$ cat src/rtl/iprefetch_buffer.sv
// Single-entry next-line stream buffer between the I-cache refill port and line memory.
// After each delivered line it fetches the following line so a sequential miss is served in one cycle.
module iprefetch_buffer #(
   parameter bit PF_EN = 1'b1,
   parameter int CNT_W = 16
) (
   input  logic             clk,
   input  logic             proc_reset,
   input  logic             cache_read,
   input  logic [29:0]      cache_addr,
   output logic [127:0]     cache_rdata,
   output logic             cache_ready,
   output logic             mem_read,
   output logic [29:0]      mem_addr,
   input  logic [127:0]     mem_rdata,
   input  logic             mem_ready,
   output logic             mem_write,
   output logic [CNT_W-1:0] pf_hits,
   output logic [CNT_W-1:0] demand_miss
);

   typedef enum logic [1:0] {
      IDLE,
      DEMAND,
      PREF,
      RESP
   } state_t;

   state_t             state_q, state_d;
   logic               mem_read_q, mem_read_d;
   logic [29:0]        mem_addr_q, mem_addr_d;
   logic               cache_ready_q, cache_ready_d;
   logic [127:0]       cache_rdata_q, cache_rdata_d;
   logic               buf_valid_q, buf_valid_d;
   logic [27:0]        buf_line_q, buf_line_d;
   logic [127:0]       buf_data_q, buf_data_d;
   logic [27:0]        pf_line_q, pf_line_d;
   logic [CNT_W-1:0]   pf_hits_q, pf_hits_d;
   logic [CNT_W-1:0]   demand_miss_q, demand_miss_d;

   logic [27:0]        req_line;
   logic               addr_unused;

   assign req_line    = cache_addr[29:2];
   assign addr_unused = ^cache_addr[1:0];

   function automatic logic [CNT_W-1:0] sat_inc(input logic [CNT_W-1:0] v);
      return (v == '1) ? v : v + CNT_W'(1);
   endfunction

   // pf_line is advanced on entry to RESP so the prefetch address is ready in RESP itself.
   always_comb begin
      state_d       = state_q;
      mem_read_d    = mem_read_q;
      mem_addr_d    = mem_addr_q;
      cache_rdata_d = cache_rdata_q;
      buf_valid_d   = buf_valid_q;
      buf_line_d    = buf_line_q;
      buf_data_d    = buf_data_q;
      pf_line_d     = pf_line_q;
      pf_hits_d     = pf_hits_q;
      demand_miss_d = demand_miss_q;

      case (state_q)
         IDLE: begin
            if (cache_read) begin
               if (buf_valid_q && (buf_line_q == req_line)) begin
                  cache_rdata_d = buf_data_q;
                  pf_line_d     = req_line + 28'd1;
                  pf_hits_d     = sat_inc(pf_hits_q);
                  state_d       = RESP;
               end else begin
                  buf_valid_d   = 1'b0;
                  mem_read_d    = 1'b1;
                  mem_addr_d    = {req_line, 2'b00};
                  demand_miss_d = sat_inc(demand_miss_q);
                  state_d       = DEMAND;
               end
            end
         end
         DEMAND: begin
            if (mem_ready) begin
               mem_read_d    = 1'b0;
               cache_rdata_d = mem_rdata;
               pf_line_d     = mem_addr_q[29:2] + 28'd1;
               state_d       = RESP;
            end
         end
         RESP: begin
            if (PF_EN) begin
               mem_read_d = 1'b1;
               mem_addr_d = {pf_line_q, 2'b00};
               state_d    = PREF;
            end else begin
               state_d    = IDLE;
            end
         end
         PREF: begin
            if (mem_ready) begin
               mem_read_d  = 1'b0;
               buf_data_d  = mem_rdata;
               buf_line_d  = pf_line_q;
               buf_valid_d = 1'b1;
               // A request already waiting for this very line is answered straight from memory data.
               if (cache_read && (req_line == pf_line_q)) begin
                  cache_rdata_d = mem_rdata;
                  pf_line_d     = pf_line_q + 28'd1;
                  pf_hits_d     = sat_inc(pf_hits_q);
                  state_d       = RESP;
               end else begin
                  state_d       = IDLE;
               end
            end
         end
         default: state_d = IDLE;
      endcase

      cache_ready_d = (state_d == RESP);
   end

   always_ff @(posedge clk or posedge proc_reset) begin
      if (proc_reset) begin
         state_q       <= IDLE;
         mem_read_q    <= 1'b0;
         mem_addr_q    <= '0;
         cache_ready_q <= 1'b0;
         cache_rdata_q <= '0;
         buf_valid_q   <= 1'b0;
         buf_line_q    <= '0;
         buf_data_q    <= '0;
         pf_line_q     <= '0;
         pf_hits_q     <= '0;
         demand_miss_q <= '0;
      end else begin
         state_q       <= state_d;
         mem_read_q    <= mem_read_d;
         mem_addr_q    <= mem_addr_d;
         cache_ready_q <= cache_ready_d;
         cache_rdata_q <= cache_rdata_d;
         buf_valid_q   <= buf_valid_d;
         buf_line_q    <= buf_line_d;
         buf_data_q    <= buf_data_d;
         pf_line_q     <= pf_line_d;
         pf_hits_q     <= pf_hits_d;
         demand_miss_q <= demand_miss_d;
      end
   end

   assign cache_rdata = cache_rdata_q;
   assign cache_ready = cache_ready_q;
   assign mem_read    = mem_read_q;
   assign mem_addr    = mem_addr_q;
   assign mem_write   = 1'b0;
   assign pf_hits     = pf_hits_q;
   assign demand_miss = demand_miss_q;

endmodule

$ cat config.mk
export PLATFORM = sky130hd
export DESIGN_NAME = iprefetch_buffer
export DESIGN_NICKNAME = d
export VERILOG_FILES = /design/src/rtl/iprefetch_buffer.sv
export SDC_FILE = /design/constraint.sdc
export NUM_CORES = 1
export LEC_CHECK = 0
export ABC_AREA = 1
export BUFFER_PORTS_ARGS = -buffer_cell sky130_fd_sc_hd__buf_4
export CORE_MARGIN = 10
export CORE_UTILIZATION = 40
export CTS_BUF_LIST = sky130_fd_sc_hd__clkbuf_4 sky130_fd_sc_hd__clkbuf_8 sky130_fd_sc_hd__clkbuf_16
export DETAILED_ROUTE_END_ITERATION = 8
export GPL_ROUTABILITY_DRIVEN = 0
export PLACE_DENSITY_LB_ADDON = 0.12
export SYNTH_ARGS = -nofsm -noshare
export SYNTH_HDL_FRONTEND = slang
export SYNTH_SLANG_ARGS = --single-unit
$ cat constraint.sdc
create_clock -name clk -period 15.2 [get_ports clk]
set_input_delay 0.76 -clock clk [delete_from_list [all_inputs] [get_ports clk]]
set_output_delay 0.76 -clock clk [all_outputs]
set_load 0.1 [all_outputs]
== Word-level counts from Yosys, hierarchy flattened ==
Cells that the tools add are included.
Storage, ports and cells
  register bits: 379
Operators by class
  $add $sub $neg: 5
  eq/ne operators: 15
  multiplexer cells: 35
  bitwise logic cells: 2
  reduce and logical (&&, ||, !) cells: 14
Operators with widths (count)
  128-bit 2-to-1 mux: 5
  128-bit case mux with 3 select lines: 1
  28-bit 2-to-1 mux: 5
  28-bit by 1-bit adder with 28-bit output, second input constant: 3
  28-bit case mux with 3 select lines: 1
  16-bit 2-to-1 mux: 5
  30-bit 2-to-1 mux: 2
  30-bit case mux with 2 select lines: 1
  28-bit == test: 2
  16-bit by 1-bit adder with 16-bit output, second input constant: 2
  16-bit == test, second input constant: 2
  16-bit case mux with 2 select lines: 1
  2-bit inequality test, second input constant: 6
  2-bit 2-to-1 mux: 5
  2-bit case mux with 4 select lines: 1
  4-bit AND reduction: 2
  2-bit == test, second input constant: 3
  1-bit 2-to-1 mux: 6
  3-bit AND reduction: 2
  6-bit AND reduction: 1
  5-bit AND reduction: 1
  2-bit nonzero test: 2
  1-bit case mux with 3 select lines: 1
  3-bit nonzero test: 1
  other kinds (8): 10

== Depth between registers and ports, before layout ==
Gate-level depths: netlist of the first run.
  depth in word-level cells: 6
  gate-level depth with buffers: 20
  depth with buffers taken out: 18

== Worst setup path before layout of the first run ==
OpenSTA, ideal clock, no wires.
  path type: reg2reg
  start: register pf_hits_q[0], in the netlist pf_hits[0]
  end: register pf_hits_q[0], in the netlist pf_hits[0]
  library setup time: 68 ps
  arrival time: 2435 ps
  setup slack: 12697 ps
  stages on the path, launching flop included: 11
  buffers on the path: 1
  cells stage by stage: dfrtp_1 -> ha_1 -> inv_1 -> nor2_1 -> nand3_1 -> o211ai_1 -> inv_1 -> nand3_1 -> clkbuf_1 -> nand2_1 -> nand2_1
On the way
  word-level cells in the longest chain between the ends: 5
  elaborated cells on any way between the ends: 8
Ends and longest elaborated chain
  start: declaration: line 38  | logic [CNT_W-1:0] pf_hits_q, pf_hits_d;
  start signal: assignment: line 144  | pf_hits_q <= pf_hits_d;
  16-bit by 1-bit adder with 16-bit output or 16-bit == test (tied branches): line 48  | return (v == '1) ? v : v + CNT_W'(1);
  16-bit 2-to-1 mux (*): line 48
  16-bit 2-to-1 mux, on equally long branches: line 105, 67
  16-bit 2-to-1 mux, on equally long branches: line 99, 66
  16-bit case mux with 2 select lines (*): line 64  | case (state_q)
Every way passes the cells marked *; elsewhere a longest branch is shown, timed or not. The select of a mux whose other input is x is not followed.
A chain may end at the register's enable or synchronous reset.

== Worst setup path after layout of the first run ==
  start: register state_q[0]
  end: register pf_hits_q[7], in the netlist pf_hits[7]
On the way
  word-level cells in the longest chain between the ends: 3
  elaborated cells on any way between the ends: 9
Ends and longest elaborated chain
  start: declaration: line 29  | state_t state_q, state_d;
  start signal: assignment: line 135  | state_q <= state_d;
  2-bit == test or 2-bit zero test (tied branches): line 64
  2-bit inequality test (no source line) or 2-bit nonzero test (tied branches)
  5-bit AND reduction (no source line)
Several ways; a longest one is shown, not always the timed one.

==> metrics.json, run 1 <==
{
  "antenna_nets_post_route": 0,
  "maxClockFrequency_mhz": 280,
  "grt_antenna_before_repair": 10,
  "synth_top_area_cell": "sky130_fd_sc_hd__dfrtp_1",
  "die-area_mm2": 0.0554,
  "route.final.wire_length_um": 53700,
  "rows": 78,
  "place.detailed.hpwl_um": 37500,
  "initial_utilization": 0.407,
  "wire_length_of_the_first_global_routing_pass_um": 85400,
  "finalMaxSlewViolations": 0,
  "tightest_slew_ns": 1.01,
  "ys_top_cells_by_area": "sky130_fd_sc_hd__dfrtp_1 51%, sky130_fd_sc_hd__nand2_1 11%, sky130_fd_sc_hd__mux2_2 8.9%",
  "first_global_vias": 14900,
  "min_path_type": "input pin to asynchronous set/reset pin",
  "drc": 0,
  "buffer_ports.inserted": 349,
  "clkSinkCount": 377,
  "cp-start-kind": "flop",
  "max-cap-violations": 0,
  "cts.repair.resized": 0,
  "areaGrowthSynthToFinish_pct": 24.7,
  "routed_wire_length_per_instance_um": 18.4,
  "cts_tree": "yes",
  "vias_per_cell": 4.95,
  "most_used_routing_layer_in_global_routing": "met2",
  "finalCritPeriodShare": 0.235,
  "residual_overflow_from_global_routing": 0,
  "run_status": "finished clean",
  "syn_inst": 1971,
  "yosysUniqueCellTypes": 33,
  "placement.setup.worst_slack_ns": 11.56,
  "postSynthRegisterBits": 377,
  "dieWidth_um": 235,
  "grt_util_met1": 0.219,
  "grtUsageTotal": 0.190,
  "clkLatencyLatePin_ns": 0.59,
  "finalClockSkew_ns": 0.0217,
  "clock_period_minus_final_worst_setup_slack_ns": 3.57,
  "synth-warning-count": 0,
  "final_critical_path_setup_slack_ns": 11.63,
  "fin_setup_tns_ns": 0,
  "cts-buffers-inserted": 44,
  "grt_util_met2": 0.318,
  "hold_fix_buffers_cts": 0,
  "finish.net_count": 2453,
  "core_mm2": 0.0456,
  "synth-seq-area-share": 0.508,
  "timing.max_slew.rel_slack": 0.328,
  "drt_pass1_iterations": 5,
  "ctsRootBufferMaster": "sky130_fd_sc_hd__clkbuf_16",
  "cp_data_arrival_time_ns": 4.08,
  "timing.critical_path.fanout_max": 50,
  "via_count": 14400,
  "global_route.usage.met3": 0.0744,
  "drive_above_1_share": 0.279,
  "fp.dieH_um": 235,
  "unrepaired_setup_endpoints_after_global_routing": "no",
  "largest_net_degree_at_the_start_of_global_routing": 203,
  "first_iter_violations": 918,
  "post_synthesis_instance_area_mm2": 0.0186,
  "cts.htree.levels": 2,
  "critical_path_type": "flop to flop",
  "setup_viol_count_final": 0,
  "timing.critical_path.to_type": "flop",
  "worst_ep_required_time_ns": 15.71,
  "syn-mean-instance-area_um2": 9.41,
  "worst_setup_hold_path_clk_slew_ns": 0.06,
  "post_cts_buffers": 0,
  "number_of_ports_placed_on_the_die_boundary": 355,
  "synthDominantCellAreaShare": 0.508,
  "clk_path_buf_depth": 3,
  "timing.final.hold_violations": 0
}
## synth_stat cells, drive strengths merged
| library cell | number |
|---|---|
| a21oi | 4 |
| buf | 88 |
| clkbuf | 13 |
| clkinv | 2 |
| conb | 1 |
| dfrtp | 377 |
| ha | 9 |
| inv | 102 |
| mux2 | 147 |
| mux2i | 128 |
| nand2 | 574 |
| nand3 | 91 |
| nand4 | 13 |
| nor2 | 97 |
| nor3 | 8 |
| o211ai | 2 |
| o21ai | 244 |
| o22ai | 1 |
| or2 | 4 |
| xnor2 | 32 |
| xor2 | 34 |
## sequential cells by signal, summed over array words and instances, names as in the netlist
signal       cells
cache_rdata    128
state_q          2
buf_line_q      28
buf_valid_q      1
cache_ready      1
mem_read         1
demand_miss     16
buf_data_q     128
mem_addr        28
pf_hits         16
pf_line_q       28
## cell usage in the layout (no fill, tap or decap), types with 2 or more instances in the layout
cell | Yosys | layout
sky130_fd_sc_hd__nand2_1 | 567 | 566
sky130_fd_sc_hd__nor2_2 | 11 | 11
sky130_fd_sc_hd__inv_1 | 90 | 89
sky130_fd_sc_hd__xor2_1 | 34 | 34
sky130_fd_sc_hd__o211ai_1 | 2 | 2
sky130_fd_sc_hd__o21ai_1 | 150 | 150
sky130_fd_sc_hd__inv_2 | 12 | 12
sky130_fd_sc_hd__mux2_2 | 147 | 147
sky130_fd_sc_hd__buf_4 | 13 | 363
sky130_fd_sc_hd__nand2_2 | 7 | 7
sky130_fd_sc_hd__clkbuf_4 | 0 | 4
sky130_fd_sc_hd__ha_1 | 9 | 8
sky130_fd_sc_hd__o21ai_0 | 83 | 83
sky130_fd_sc_hd__diode_2 | 0 | 2
sky130_fd_sc_hd__nor2_4 | 3 | 3
sky130_fd_sc_hd__a21oi_1 | 4 | 4
sky130_fd_sc_hd__nand4_1 | 13 | 13
sky130_fd_sc_hd__mux2i_1 | 128 | 128
sky130_fd_sc_hd__conb_1 | 1 | 3
sky130_fd_sc_hd__clkbuf_16 | 0 | 44
sky130_fd_sc_hd__nand3_2 | 5 | 4
sky130_fd_sc_hd__clkinv_1 | 2 | 2
sky130_fd_sc_hd__nand3_1 | 86 | 86
sky130_fd_sc_hd__o21ai_2 | 11 | 11
sky130_fd_sc_hd__or2_2 | 3 | 3
sky130_fd_sc_hd__dfrtp_1 | 377 | 377
sky130_fd_sc_hd__nor2_1 | 83 | 83
sky130_fd_sc_hd__nor3_1 | 7 | 7
sky130_fd_sc_hd__xnor2_1 | 32 | 32
sky130_fd_sc_hd__clkinv_2 | 0 | 11
sky130_fd_sc_hd__bufinv_16 | 0 | 8
sky130_fd_sc_hd__clkbuf_8 | 0 | 10
## cell type report
class | instances | area (um^2)
antenna | 2 | 5.00
inverter | 104 | 398
multi-input combinational | 1391 | 8190
tap | 600 | 751
fill | 4308 | 22400
clock buffer | 58 | 1270
clock inverter | 21 | 345
timing repair buffer | 364 | 2750
sequential | 377 | 9430
## logic make-up after synthesis
group,Yosys count,share of synthesized area
AOI/OAI and AO/OA,251,0.0703
xor gates and xnor gates,66,0.0312
adders and majority gates,9,0.00607
buffers and inverters,205,0.0521
DFF,377,0.508
muxes,275,0.158
other,1,0.000202
and+or+nand+nor,787,0.173
## worst paths after layout
path                                        end  slack, ns  cells after the start           from
worst max-delay path                 pf_hits[7]      11.63                     11     state_q[0]
worst min-delay path            cache_rdata[63]       0.27                      2     proc_reset
worst max register to register       pf_hits[7]      11.63                     11     state_q[0]
worst min register to register         mem_read       0.48                      2       mem_read
max in group asynchronous          mem_addr[15]      12.50                      4     proc_reset
min in group clk                 buf_data_q[64]       0.41                      2  mem_rdata[64]
## worst max-delay path: stages, from the launching register on
cell,delay [ns]
sky130_fd_sc_hd__dfrtp_1,0.44
sky130_fd_sc_hd__inv_1,0.16
sky130_fd_sc_hd__ha_1,0.16
sky130_fd_sc_hd__buf_4,0.38
sky130_fd_sc_hd__nand2_4,0.51
sky130_fd_sc_hd__o21ai_0,0.34
sky130_fd_sc_hd__o211ai_1,0.13
sky130_fd_sc_hd__inv_1,0.07
sky130_fd_sc_hd__nand3_1,0.53
sky130_fd_sc_hd__inv_1,0.57
sky130_fd_sc_hd__nand2_1,0.10
sky130_fd_sc_hd__nand2_1,0.08
## through the flow
step / util / hold slack [ns] / instances / instance area [um^2]
CTS: 0.507 / 0.333 / 2915 / 23100
global route: 0.508 / 0.326 / 2917 / 23100
floorplan: - / 0.435 / 1973 / 18600
finish: 0.508 / 0.270 / 2917 / 23100
global placement: 0.472 / 0.468 / 2836 / 21500
detailed placement: 0.472 / 0.467 / 2836 / 21500
## metal layers
layer	up-vias	wire length, um	part of all wire
li1	7112	-	-
met1	6887	21700	0.40
met2	332	26100	0.49
met3	95	4630	0.086
met4	16	1200	0.022
met5	-	115	0.0021
Power of run 1 is left out: the tool's default activity adds up to more than one toggle a clock period on the data nets, which glitch-free logic cannot reach.
==> run 2: changes to the inputs <==
==> constraint.sdc (replaced) <==
create_clock -name clk -period 3.68 [get_ports clk]
set_input_delay 0.184 -clock clk [delete_from_list [all_inputs] [get_ports clk]]
set_output_delay 0.184 -clock clk [all_outputs]
set_load 0.1 [all_outputs]
==> run 2 against run 1 <==
  * Maximum frequency increased by 18%
  * Core utilization up 2.9 points
  * Cell area rose by 5.7%
  * Non-clock buffer count rose by 148
  * First-iteration DRC count fell by 16%
  * Flip-flop and latch count stayed put
  * Global-route usage rose by 0.26 points
  * Clock-buffer cell count up 3
  * Critical path depth unchanged
  * Sequential share of layout area fell by 2.2 points
  * Highest routed layer unchanged
==> metrics.json, run 2 (synthesized netlist as in run 1, its figures left out) <==
{
  "post_cts_buffers": {"value": 0, "change": "unchanged"},
  "clock_period_minus_final_worst_setup_slack": {"value": 3.02, "unit": "ns", "change": "was 3.57 ns"},
  "drt_pass1_iterations": {"value": 4, "change": "was 5"},
  "place.detailed.hpwl": {"value": 38500, "unit": "um", "change": "was 37500 um"},
  "drc": {"value": 0, "change": "unchanged"},
  "core": {"value": 0.0456, "unit": "mm^2", "change": "unchanged"},
  "finalClockSkew": {"value": 0.0200, "unit": "ns", "change": "was 0.0217 ns"},
  "fin_setup_tns": {"value": 0, "unit": "ns", "change": "unchanged"},
  "cpMaxStageDelayCell": {"value": "sky130_fd_sc_hd__ha_1", "change": "was sky130_fd_sc_hd__inv_1"},
  "worst_setup_hold_path_clk_slew": {"value": 0.06, "unit": "ns", "change": "about the same"},
  "tightest_slew": {"value": 0.833, "unit": "ns", "change": "was 1.01 ns"},
  "route.final.wire_length": {"value": 54600, "unit": "um", "change": "was 53700 um"},
  "post-place-cells": {"value": 2852, "change": "was 2836"},
  "finalMaxSlewViolations": {"value": 0, "change": "unchanged"},
  "hold_path.startpoint": "cache_addr[2]",
  "crit_chain": {"value": "inv_1 > ha_1 > inv_1 > nand3_1 > o21ai_0 > nor2_1 > nand3_4 > buf_12 > buf_4 > nand2_1 > o21ai_1", "change": "was inv_1 > ha_1 > buf_4 > nand2_4 > o21ai_0 > o211ai_1 > inv_1 > nand3_1 > inv_1 > nand2_1 > nand2_1"},
  "run_status": {"value": "finished clean", "change": "unchanged"},
  "routed_wire_length_per_instance": {"value": 17.8, "unit": "um", "change": "was 18.4 um"},
  "critPathMaxStageDelay": {"value": 0.58, "unit": "ns", "change": "was 0.57 ns"},
  "cts.repair.resized": {"value": 0, "change": "unchanged"},
  "final.fill_count": {"value": 4133, "change": "was 4308"},
  "grtUsageTotal": {"value": 0.192, "change": "was 0.190"},
  "maxClockFrequency": {"value": 331, "unit": "MHz", "change": "was 280 MHz"},
  "cts-buffers-inserted": {"value": 42, "change": "was 44"},
  "finalCritPeriodShare": {"value": 0.820, "change": "was 0.235"},
  "die-area": {"value": 0.0554, "unit": "mm^2", "change": "unchanged"},
  "cp-start-kind": {"value": "flop", "change": "unchanged"},
  "rows": {"value": 78, "change": "unchanged"},
  "via_count": {"value": 15100, "change": "was 14400"},
  "fp.dieH": {"value": 235, "unit": "um", "change": "unchanged"},
  "vias_per_cell": {"value": 4.93, "change": "was 4.95"},
  "areaGrowthSynthToFinish": {"value": 31.8, "unit": "%", "change": "was 24.7%"},
  "hold-worst-slack": {"value": 0.0332, "unit": "ns", "change": "was 0.270 ns"},
  "layout.cells.most_common_list": {"value": "566 x sky130_fd_sc_hd__nand2_1, 377 x sky130_fd_sc_hd__dfrtp_1, 371 x sky130_fd_sc_hd__buf_4", "change": "was 566 x sky130_fd_sc_hd__nand2_1, 377 x sky130_fd_sc_hd__dfrtp_1, 363 x sky130_fd_sc_hd__buf_4"},
  "timing.max_slew.rel_slack": {"value": 0.445, "change": "was 0.328"},
  "buffer_ports.inserted": {"value": 349, "change": "unchanged"},
  "unrepaired_setup_endpoints_after_global_routing": {"value": "no", "change": "unchanged"},
  "finish.net_count": {"value": 2599, "change": "was 2453"},
  "cts.htree.levels": {"value": 2, "change": "unchanged"},
  "clkSinkCount": {"value": 377, "change": "unchanged"},
  "fin_cells": {"value": 3059, "change": "was 2917"},
  "most_common_library_cell_in_the_layout_ignoring_fill_and_taps": {"value": "sky130_fd_sc_hd__nand2_1", "change": "unchanged"},
  "clk_path_buf_depth": {"value": 3, "change": "unchanged"},
  "placement.setup.worst_slack": {"value": 0.657, "unit": "ns", "change": "was 11.56 ns"},
  "cts_tree": {"value": "yes", "change": "unchanged"},
  "grt_antenna_before_repair": {"value": 5, "change": "was 10"},
  "r2r-start": {"value": "state_q[0]", "change": "unchanged"},
  "worstSetupStartpoint": {"value": "state_q[0]", "change": "unchanged"},
  "final_critical_path_setup_slack": {"value": 0.661, "unit": "ns", "change": "was 11.63 ns"},
  "worst_ep_required_time": {"value": 4.13, "unit": "ns", "change": "was 15.71 ns"},
  "drive_above_1_share": {"value": 0.267, "change": "was 0.279"},
  "clkLatencyLatePin": {"value": 0.58, "unit": "ns", "change": "was 0.59 ns"},
  "residual_overflow_from_global_routing": {"value": 0, "change": "unchanged"},
  "antenna_nets_post_route": {"value": 0, "change": "unchanged"},
  "hold_fix_buffers_cts": {"value": 132, "change": "was 0"},
  "critical_path_type": {"value": "flop to flop", "change": "unchanged"},
  "initial_utilization": {"value": 0.407, "change": "unchanged"},
  "largest_net_degree_at_the_start_of_global_routing": {"value": 102, "change": "was 203"},
  "timing.critical_path.fanout_max": {"value": 61, "change": "was 50"},
  "cp_data_arrival_time": {"value": 3.47, "unit": "ns", "change": "was 4.08 ns"},
  "timing.final.hold_violations": {"value": 0, "change": "unchanged"},
  "critical_path.most_common_cell": {"value": "sky130_fd_sc_hd__inv_1", "change": "unchanged"},
  "critPathBufInv": {"value": 4, "change": "unchanged"},
  "wire_length_of_the_first_global_routing_pass": {"value": 87400, "unit": "um", "change": "was 85400 um"},
  "number_of_ports_placed_on_the_die_boundary": {"value": 355, "change": "unchanged"},
  "max-cap-violations": {"value": 0, "change": "unchanged"},
  "min_path_type": {"value": "input pin to flop", "change": "was input pin to asynchronous set/reset pin"},
  "first_global_vias": {"value": 15700, "change": "was 14900"},
  "timing.critical_path.to_type": {"value": "flop", "change": "unchanged"},
  "worst_path_dominant_cell_family": {"value": "buffers and inverters", "change": "was simple AND/OR/NAND/NOR gates"},
  "setup_viol_count_final": {"value": 0, "change": "unchanged"},
  "ctsRootBufferMaster": {"value": "sky130_fd_sc_hd__clkbuf_16", "change": "unchanged"},
  "first_iter_violations": {"value": 769, "change": "was 918"},
  "dieWidth": {"value": 235, "unit": "um", "change": "unchanged"}
}
## run 2: cell count changes in the layout (fill, tap and decap cells not counted), sizes merged, moves of 3 or more
cell         previous run  this run
buf                   364       380
dlygate4sd3             0       132
bufinv                  8         2
clkinv                 14        11
clkbuf                 58        61
## run 2: path summary, 6_finish.rpt
path,end,slack [ns],cells after the start
setup / recovery,cache_rdata[8],0.66,11
hold / removal,pf_line_q[0],0.03,4
setup reg to reg,cache_rdata[8],0.66,11
hold reg to reg,mem_read,0.49,2
max in group asynchronous,demand_miss[7],2.44,4
min in group asynchronous,buf_data_q[106],0.30,3
## run 2: layout make-up
cell class,count,area [um^2],share of cell area
sequential,377,9430,0.386
multi-input combinational,1391,8190,0.335
timing repair buffer,512,4290,0.175
clock buffer,61,1250,0.0511
tap,600,751,0.0307
inverter,104,394,0.0161
clock inverter,12,136,0.00558
antenna,2,5.00,0.000205
## run 2: through the flow
stage | cell area (um^2) | utilization
floorplan | 18600 | -
global placement | 21700 | 0.477
detailed placement | 21700 | 0.477
CTS | 24400 | 0.536
global route | 24400 | 0.536
finish | 24400 | 0.536
## run 2: tightest hold or removal path, stage by stage
cell and delay [ns]:
sky130_fd_sc_hd__buf_4 0.10, sky130_fd_sc_hd__o21ai_1 0.07, sky130_fd_sc_hd__inv_1 0.12, sky130_fd_sc_hd__o21ai_1 0.08
## run 2: metal layers
layer / vias to the layer above / global-route usage / routed length [um]
met4: 6 / 0.0647 / 1450
met3: 95 / 0.0523 / 3310
li1: 7403 / - / -
met2: 306 / 0.333 / 27200
met1: 7257 / 0.226 / 22600
met5: - / 0 / 34
Power of run 2 is left out for the same reason.
==> run 3: changes to the inputs <==
==> constraint.sdc (replaced) <==
create_clock -name clk -period 2.85 [get_ports clk]
set_input_delay 0.1425 -clock clk [delete_from_list [all_inputs] [get_ports clk]]
set_output_delay 0.1425 -clock clk [all_outputs]
set_load 0.1 [all_outputs]
==> run 3 against run 2 <==
  * Cell area grew 1.9%
  * Die area did not move
  * Global-route usage grew 0.60 points
  * Clock-buffer cell count is 5 lower
  * Hold slack worse by 0.0047 ns
  * Register-to-register slack got worse by 0.39 ns
  * Non-clock buffer count up 31
  * Via count up 1.4%
  * Highest routed layer unchanged
  * Cell count is 1.2% higher
  * Critical endpoint is now cache_rdata[77]
  * Flip-flop and latch count unchanged
  * Wire length increased by 2.5%
==> metrics.json, run 3 (synthesized netlist as in run 1, its figures left out) <==
{
  "run_status": {"value": "finished clean", "change": "unchanged"},
  "clk_path_buf_depth": {"value": 3, "change": "unchanged"},
  "timing.critical_path.fanout_max": {"value": 40, "change": "was 61"},
  "fp.dieH": {"value": 235, "unit": "um", "change": "unchanged"},
  "route.final.wire_length": {"value": 56000, "unit": "um", "change": "was 54600 um"},
  "timing.final.hold_violations": {"value": 0, "change": "unchanged"},
  "most_common_library_cell_in_the_layout_ignoring_fill_and_taps": {"value": "sky130_fd_sc_hd__nand2_1", "change": "unchanged"},
  "maxClockFrequency": {"value": 388, "unit": "MHz", "change": "was 331 MHz"},
  "grt_antenna_before_repair": {"value": 9, "change": "was 5"},
  "final.fill_count": {"value": 4080, "change": "was 4133"},
  "clkSinkCount": {"value": 377, "change": "unchanged"},
  "placement.setup.worst_slack": {"value": 0.229, "unit": "ns", "change": "was 0.657 ns"},
  "final_core_util": {"value": 0.546, "change": "was 0.536"},
  "cts_tree": {"value": "yes", "change": "unchanged"},
  "timing.max_slew.rel_slack": {"value": 0.497, "change": "was 0.445"},
  "drt_pass1_iterations": {"value": 4, "change": "unchanged"},
  "finish.net_count": {"value": 2631, "change": "was 2599"},
  "via_count": {"value": 15300, "change": "was 15100"},
  "min_path_type": {"value": "input pin to flop", "change": "unchanged"},
  "finalClockSkew": {"value": 0.0190, "unit": "ns", "change": "was 0.0200 ns"},
  "finalMaxSlewViolations": {"value": 0, "change": "unchanged"},
  "rows": {"value": 78, "change": "unchanged"},
  "timing.critical_path.to_type": {"value": "flop", "change": "unchanged"},
  "cts-buffers-inserted": {"value": 43, "change": "was 42"},
  "first_iter_violations": {"value": 824, "change": "was 769"},
  "critical_path_type": {"value": "flop to flop", "change": "unchanged"},
  "cts.htree.levels": {"value": 2, "change": "unchanged"},
  "areaGrowthSynthToFinish": {"value": 34.2, "unit": "%", "change": "was 31.8%"},
  "initial_utilization": {"value": 0.407, "change": "unchanged"},
  "drive_above_1_share": {"value": 0.269, "change": "was 0.267"},
  "drc": {"value": 0, "change": "unchanged"},
  "final_critical_path_setup_slack": {"value": 0.275, "unit": "ns", "change": "was 0.661 ns"},
  "cp_data_arrival_time": {"value": 3.02, "unit": "ns", "change": "was 3.47 ns"},
  "unrepaired_setup_endpoints_after_global_routing": {"value": "no", "change": "unchanged"},
  "place.detailed.hpwl": {"value": 39500, "unit": "um", "change": "was 38500 um"},
  "largest_net_degree_at_the_start_of_global_routing": {"value": 96, "change": "was 102"},
  "clock_period_minus_final_worst_setup_slack": {"value": 2.58, "unit": "ns", "change": "was 3.02 ns"},
  "dieWidth": {"value": 235, "unit": "um", "change": "unchanged"},
  "worst_setup_hold_path_clk_slew": {"value": 0.06, "unit": "ns", "change": "about the same"},
  "multi_input_comb_area": {"value": 0.00819, "unit": "mm^2", "change": "unchanged"},
  "cp-start-kind": {"value": "flop", "change": "unchanged"},
  "ctsRootBufferMaster": {"value": "sky130_fd_sc_hd__clkbuf_16", "change": "unchanged"},
  "number_of_ports_placed_on_the_die_boundary": {"value": 355, "change": "unchanged"},
  "post-place-cells": {"value": 2865, "change": "was 2852"},
  "grtUsageTotal": {"value": 0.198, "change": "was 0.192"},
  "wire_length_of_the_first_global_routing_pass": {"value": 89700, "unit": "um", "change": "was 87400 um"},
  "residual_overflow_from_global_routing": {"value": 0, "change": "unchanged"},
  "layout.cells.most_common_list": {"value": "566 x sky130_fd_sc_hd__nand2_1, 377 x sky130_fd_sc_hd__dfrtp_1, 374 x sky130_fd_sc_hd__buf_4", "change": "was 566 x sky130_fd_sc_hd__nand2_1, 377 x sky130_fd_sc_hd__dfrtp_1, 371 x sky130_fd_sc_hd__buf_4"},
  "vias_per_cell": {"value": 4.93, "change": "about the same"},
  "buffer_ports.inserted": {"value": 349, "change": "unchanged"},
  "antenna_nets_post_route": {"value": 0, "change": "unchanged"},
  "fin_cells": {"value": 3097, "change": "was 3059"},
  "die-area": {"value": 0.0554, "unit": "mm^2", "change": "unchanged"},
  "routed_wire_length_per_instance": {"value": 18.1, "unit": "um", "change": "was 17.8 um"},
  "core": {"value": 0.0456, "unit": "mm^2", "change": "unchanged"},
  "setup_viol_count_final": {"value": 0, "change": "unchanged"},
  "first_global_vias": {"value": 15700, "change": "about the same"},
  "clkLatencyLatePin": {"value": 0.58, "unit": "ns", "change": "about the same"},
  "max-cap-violations": {"value": 0, "change": "unchanged"},
  "worst-r2r-setup-slack": {"value": 0.27, "unit": "ns", "change": "was 0.66 ns"},
  "finalCritPeriodShare": {"value": 0.904, "change": "was 0.820"},
  "worst_ep_required_time": {"value": 3.30, "unit": "ns", "change": "was 4.13 ns"},
  "tightest_slew": {"value": 0.754, "unit": "ns", "change": "was 0.833 ns"},
  "reg_area": {"value": 0.00943, "unit": "mm^2", "change": "unchanged"}
}
[run 3: what timing repair did]
action                                 CTS  global route
hold buffers                           150             0
setup endpoints to repair                0             2
buffers inserted                         0             0
endpoints found under the hold margin  298             0
gates resized for setup                  0             3
[run 3: routing by layer]
metal	part of all wire	track usage
met3	0.056	0.0500
met1	0.42	0.240
met5	0.00054	0
met4	0.022	0.0597
met2	0.50	0.341
[run 3: path summary, 6_finish.rpt]
kind	cells past startpoint	endpoint	startpoint
setup / recovery	11	cache_rdata[77]	state_q[1]
hold / removal	4	pf_line_q[13]	cache_addr[15]
setup reg to reg	11	cache_rdata[77]	state_q[1]
hold reg to reg	2	cache_rdata[16]	cache_rdata[16]
max in group asynchronous	5	cache_rdata[90]	proc_reset
min in group asynchronous	3	cache_rdata[10]	proc_reset
[run 3: final cells by class]
class | count | area share
clock buffer | 56 | 0.0486
inverter | 104 | 0.0158
tap | 600 | 0.0301
timing repair buffer | 543 | 0.187
clock inverter | 19 | 0.00985
multi-input combinational | 1391 | 0.329
antenna | 7 | 0.000703
sequential | 377 | 0.379
[run 3: worst max-delay path, cell delays in order (launching register included)]
cell	delay, ns
sky130_fd_sc_hd__dfrtp_1	0.42
sky130_fd_sc_hd__inv_1	0.17
sky130_fd_sc_hd__ha_1	0.31
sky130_fd_sc_hd__buf_4	0.27
sky130_fd_sc_hd__inv_1	0.09
sky130_fd_sc_hd__nand3_1	0.08
sky130_fd_sc_hd__o21ai_0	0.07
sky130_fd_sc_hd__nor2_1	0.17
sky130_fd_sc_hd__nand3_4	0.33
sky130_fd_sc_hd__buf_6	0.33
sky130_fd_sc_hd__nand2_1	0.10
sky130_fd_sc_hd__o21ai_1	0.08
[run 3: per-stage QoR]
stage | setup TNS (ns) | hold slack [ns] | area (um^2)
final | 0 | 0.0286 | 24900
after global routing | 0 | 0.0512 | 24900
after CTS | 0 | 0.00522 | 24900
after detailed placement | 0 | 0.227 | 21900
after global placement | 0 | 0.224 | 21900
after floorplan | -888.42 | 0.289 | 18600
Power of run 3 is left out for the same reason.
